`config.mk`:
```
export PLATFORM = sky130hd
export DESIGN_NAME = accelbrot_com_block2word
export DESIGN_NICKNAME = d
export VERILOG_FILES = /design/src/rtl/accelbrot_com_block2word.sv
export SDC_FILE = /design/constraint.sdc
export NUM_CORES = 1
export LEC_CHECK = 0
export ABC_CLOCK_PERIOD_IN_PS = 2000
export CAP_MARGIN = 20
export CORE_AREA = 2 2 199 201
export CTS_CLUSTER_DIAMETER = 150
export DETAILED_ROUTE_END_ITERATION = 6
export DIE_AREA = 0 0 201 203
export GPL_ROUTABILITY_DRIVEN = 0
export HOLD_SLACK_MARGIN = 0.15
export PLACE_DENSITY_LB_ADDON = 0.08
export SLEW_MARGIN = 20
export SYNTH_ARGS = -nofsm -noshare
export SYNTH_HDL_FRONTEND = slang
export SYNTH_SLANG_ARGS = --single-unit
```
`constraint.sdc`:
```
create_clock -name clk -period 2 [get_ports clk]
set_clock_uncertainty 0.15 [all_clocks]
set_input_delay 0.3 -clock clk [delete_from_list [all_inputs] [get_ports clk]]
set_output_delay 0.3 -clock clk [all_outputs]
set_load 0.02 [all_outputs]
```
`src/rtl/accelbrot_com_block2word.sv`:
```
// rtl/accelbrot_com_block2word.sv - block-to-word serialiser, LSB word first.
// Optional holding register for gapless back-to-back blocks: ACCELBROT_COM_B2W_PREFETCH_EN.
module accelbrot_com_block2word #(
    parameter int NWORDS = 8,
    parameter int WWIDTH = 34
) (
    input  logic                     clk,
    input  logic                     rstn,
    input  logic [NWORDS*WWIDTH-1:0] in,
    input  logic                     in_valid,
    output logic                     in_ready,
    output logic [WWIDTH-1:0]        out,
    output logic                     out_start,
    output logic                     out_valid,
    input  logic                     out_ready
);

    localparam int BW = NWORDS * WWIDTH;
    localparam int CW = $clog2(NWORDS);
    localparam logic [CW-1:0] CNT_PRELAST = CW'(NWORDS - 2);

    typedef enum logic [1:0] {
        EMPTY = 2'd0,
        SEND  = 2'd1,
        LAST  = 2'd2
    } state_t;

    state_t        state;
    logic [CW-1:0] cnt;
    logic [BW-1:0] sr;
    logic          acc;
    logic          xfer;
    logic          pend;
    logic [BW-1:0] pend_data;

    assign acc  = in_valid & in_ready;
    assign xfer = out_valid & out_ready;
    // The shift register's low word is the presented word; it is zero whenever idle.
    assign out  = sr[WWIDTH-1:0];

`ifdef ACCELBROT_COM_B2W_PREFETCH_EN
    logic [BW-1:0] hold;
    logic          hold_full;

    assign in_ready  = rstn & ~hold_full;
    assign pend      = hold_full;
    assign pend_data = hold;

    // Blocks arriving while busy park here, unless the last word leaves on the same edge.
    always_ff @(posedge clk or negedge rstn) begin
        if (!rstn) begin
            hold      <= '0;
            hold_full <= 1'b0;
        end else if (acc && state != EMPTY && !(state == LAST && xfer)) begin
            hold      <= in;
            hold_full <= 1'b1;
        end else if (state == LAST && xfer) begin
            hold_full <= 1'b0;
        end
    end
`else
    assign in_ready  = rstn & ((state == EMPTY) | ((state == LAST) & out_ready));
    assign pend      = 1'b0;
    assign pend_data = '0;
`endif

    always_ff @(posedge clk or negedge rstn) begin
        if (!rstn) begin
            state     <= EMPTY;
            cnt       <= '0;
            sr        <= '0;
            out_valid <= 1'b0;
            out_start <= 1'b0;
        end else begin
            case (state)
                EMPTY: begin
                    if (acc) begin
                        sr        <= in;
                        cnt       <= '0;
                        out_valid <= 1'b1;
                        out_start <= 1'b1;
                        state     <= SEND;
                    end
                end
                SEND: begin
                    if (xfer) begin
                        sr        <= sr >> WWIDTH;
                        cnt       <= cnt + 1'b1;
                        out_start <= 1'b0;
                        if (cnt == CNT_PRELAST) begin
                            state <= LAST;
                        end
                    end
                end
                LAST: begin
                    if (xfer) begin
                        cnt <= '0;
                        if (pend) begin
                            sr        <= pend_data;
                            out_start <= 1'b1;
                            state     <= SEND;
                        end else if (acc) begin
                            sr        <= in;
                            out_start <= 1'b1;
                            state     <= SEND;
                        end else begin
                            sr        <= '0;
                            out_valid <= 1'b0;
                            out_start <= 1'b0;
                            state     <= EMPTY;
                        end
                    end
                end
                default: begin
                    state     <= EMPTY;
                    cnt       <= '0;
                    sr        <= '0;
                    out_valid <= 1'b0;
                    out_start <= 1'b0;
                end
            endcase
        end
    end

endmodule

```
==> key figures <==
Run status
  • Outcome: finished clean

Routing
  • Detailed-router iteration count before antenna repair: 5
  • Final antenna-violating net count: 0
  • Iteration-0 DRC Markers: 866
  • WL/cell: ~20 um
  • Vias per cell: 5.35
  • Routed wire length: 47.1 mm
  • Post-route DRC: 0
  • Vias: ~12,000

Job
  • Max-cap violation count: 0

Timing
  • Worst slew margin: 40.4%
  • Endpoints failing hold: 0
  • Finish-stage setup viols: 0
  • Fmax: 511 MHz
  • Final worst slack: 0.0442 ns
  • Slew Viols, Final: 0
  • Unrepaired setup endpoints after global routing: true
  • Crit share post-route: 97.8%
  • Worst-margin pin slew: just under 0.9 ns
  • Post-layout min period: 1.96 ns
  • WHS: ~0.18 ns

Setup path
  • Reg2Reg Launch Point: state[0]
  • R2R Setup Slk: around 0.044 ns
  • Register-to-Register Path Depth: 6
  • Worst setup SP type: flip-flop
  • CP Capture Point: sr[46]
  • Class of the most critical setup path: reg -> reg
  • Slowest-stage cell, CP: dfrtp_4
  • Crit-path max FO: 23
  • Required time worst endpoint: 2.30 ns
  • Crit-path cells: and4b_4, buf_12, buf_4, nand2_1, o21ai_0, a22o_1
  • Largest stage delay, worst path: between 0.5 and 0.6 ns
  • Worst setup EP type: flip-flop
  • Critical path arrival: 2.26 ns
  • Critical R2R Capture: sr[46]
  • Crit. Startpoint: state[0]

Logic synthesis
  • Sequential area share after synthesis: a little under half
  • Top post-synthesis cells by area: dfrtp_1 (46%), mux2i_1 (16%), a22o_1 (16%), o21ai_0 (7.9%), nand2_1 (5.9%)
  • Syn nets: 1,761
  • FFs w/ async S/R, synth: 100%
  • Top_reg_cell synth: dfrtp_1
  • Post-synthesis cell type count: 28
  • Post-synth EDFFs: 0
  • Syn Std Cell Area: around 0.015 mm^2
  • Largest area contributor in the synthesized netlist: dfrtp_1
  • Post-Syn Instances: 1,483
  • Most frequent cell after synthesis: dfrtp_1
  • Synth Area per Inst: about 10 um^2
  • Syn. warnings: 0
  • Most common library cells after synthesis: dfrtp_1 (279), a22o_1 (272), mux2i_1 (240), nand2_1 (240), o21ai_0 (239)
  • Area share of the leading cell type in the synthesized netlist: 45.8%
  • Flops & latches, synth: 279

Finish
  • Finished Layout Cells: 2,303
  • Area Growth Syn to Fin: 34.0%
  • Share of layout cells above drive strength 1: 9.16%
  • # nets final: 2,031
  • Fill cell count: around 3,500

Clock tree
  • CTS H-tree depth: 2
  • CTS Root Cell: clkbuf_16
  • Clock Latency Late Sink: 0.51 ns
  • TritonCTS clock tree: built
  • Worst-path clk slew: about 0.060 ns
  • CTS Buf Count: 35
  • Clk sink count: 279
  • Clk buf depth: 3

GRT
  • Gr busiest metal: met2
  • Met1 Usage GRT: 30.3%
  • Total GRT Usage: 22.4%
  • Routing usage on met3: 5.04%
  • Gr ovfl total: 0
  • Met2 usage: about 37%
  • Pin count of the biggest net entering global routing: 152
  • First-pass GRT wire length: between 70 and 80 mm
  • Initial antenna violation count: 12
  • Vias in the first global route: 12,300

Pwr
  • Sequential fraction of design power: 34.1%
  • Clock share of power: 27.5%
  • Gate power share: about two fifths
  • Leakage: 0.00990 uW
  • Overall power: 24,700 uW
  • Max VDD drop: 0.632 mV
  • NetSw: 8280 uW
  • Pwr/cell area: 1210 mW/mm^2
  • Sw frac: 33.5%
  • Int Pwr: 16,400 uW

Place
  • Pre-CTS setup slack: -0.277 ns
  • DP HPWL: 32.2 mm
  • Port buffer count: about 310
  • DP Cell Count: 2,210

Floorplan
  • Area of the die: 0.0408 mm^2
  • I/O pin count: 313
  • Starting Density: between 30% and 40%
  • Chip Height: around 200 um
  • Site row count: 72
  • Core area: slightly below 0.04 mm^2
  • Die span in x: 201 um

Min path
  • HP Class: in -> async
## routing by layer
| metal | vias to the layer above | part of all wire (%) |
|---|---|---|
| li1 | 5964 | - |
| met1 | 5997 | 45 |
| met3 | 55 | 5.4 |
| met2 | 301 | 48 |
| met5 | - | 0.19 |
| met4 | 14 | 1.7 |
## flip-flops by register name (all words and copies together), names as in the netlist
name,count
out_valid,1
state,2
cnt,3
sr,272
out_start,1
## cells in the final DEF (no fill, tap or decap), types with 3 or more instances in the layout
master	netlist	layout
clkdlybuf4s50_1	0	307
dfrtp_1	279	277
a22o_1	272	272
mux2i_1	240	240
nand2_1	240	240
o21ai_0	239	235
buf_4	50	53
clkbuf_16	0	39
buf_12	0	27
clkbuf_8	0	12
o21ai_1	6	9
clkinv_2	0	8
diode_2	0	6
dlygate4sd3_1	0	6
buf_6	25	5
nor2_1	4	4
bufinv_16	0	4
buf_16	0	4
inv_1	3	3
nand3_1	3	3
a21oi_1	3	3
## worst min path at each step
| stage | cells past startpoint | startpoint | endpoint |
|---|---|---|---|
| floorplan | 0 | rstn | cnt[0] |
| global placement | 1 | rstn | cnt[0] |
| detailed placement | 1 | rstn | cnt[0] |
| CTS | 3 | rstn | state[0] |
| global route | 3 | rstn | sr[0] |
| finish | 3 | rstn | state[0] |
## area by class of cell
| cell class | count | area, um^2 | share of cell area, % |
|---|---|---|---|
| Antenna cell | 6 | 15.0 | 0.0736 |
| Tap cell | 518 | 648 | 3.18 |
| Clock buffer | 51 | 1100 | 5.38 |
| Multi-Input combinational cell | 1025 | 7140 | 35.0 |
| Clock inverter | 12 | 160 | 0.785 |
| Inverter | 3 | 11.3 | 0.0552 |
| Sequential cell | 279 | 6990 | 34.3 |
| Timing Repair Buffer | 409 | 4340 | 21.3 |
## kinds of logic after synthesis
logic type	synth area share [%]
DFF	45.8
muxes	15.9
adders and majority gates	0.164
AOI/OAI and AO/OA	24.2
and+or+nand+nor	6.47
buffers and inverters	7.48
## power by group through the flow
stage	sequential, uW	combinational (uW)	clock, uW
after floorplan	7980	6930	0
after global placement	8480	9190	0
after detailed placement	8530	9320	0
after CTS	8420	9430	6930
after global routing	8590	10400	7200
final	8410	9490	6790
## stage by stage
| stage | utilization (%) | TNS [ns] | cell area [um^2] |
|---|---|---|---|
| 4_1_cts | 52.5 | 0 | 20200 |
| 6_report | 53.0 | 0 | 20400 |
| 3_3_place_gp | 49.0 | -63.68 | 18800 |
| 3_5_place_dp | 49.0 | -62.32 | 18800 |
| 2_1_floorplan | - | 0 | 15200 |
| 5_1_grt | 53.0 | -0.0655 | 20400 |
## critical path: cells and delay by family (launching register included)
| kind | cells | cell delay, ns |
|---|---|---|
| compound gates | 2 | 0.33 |
| buf+inv | 2 | 0.42 |
| flops | 1 | 0.54 |
| simple gates | 2 | 0.44 |
## timing repair
| item | 4_1_cts | 5_1_grt |
|---|---|---|
| setup endpoints to repair | 43 | 48 |
| gates cloned | 0 | 2 |
| pin swaps | 1 | 3 |
| gates resized for setup | 7 | 13 |
| setup buffers | 5 | 11 |
| endpoints found under the hold margin | 281 | 0 |
| hold buffers | 6 | 0 |
Note: power is estimated with default switching activity, not from simulation.
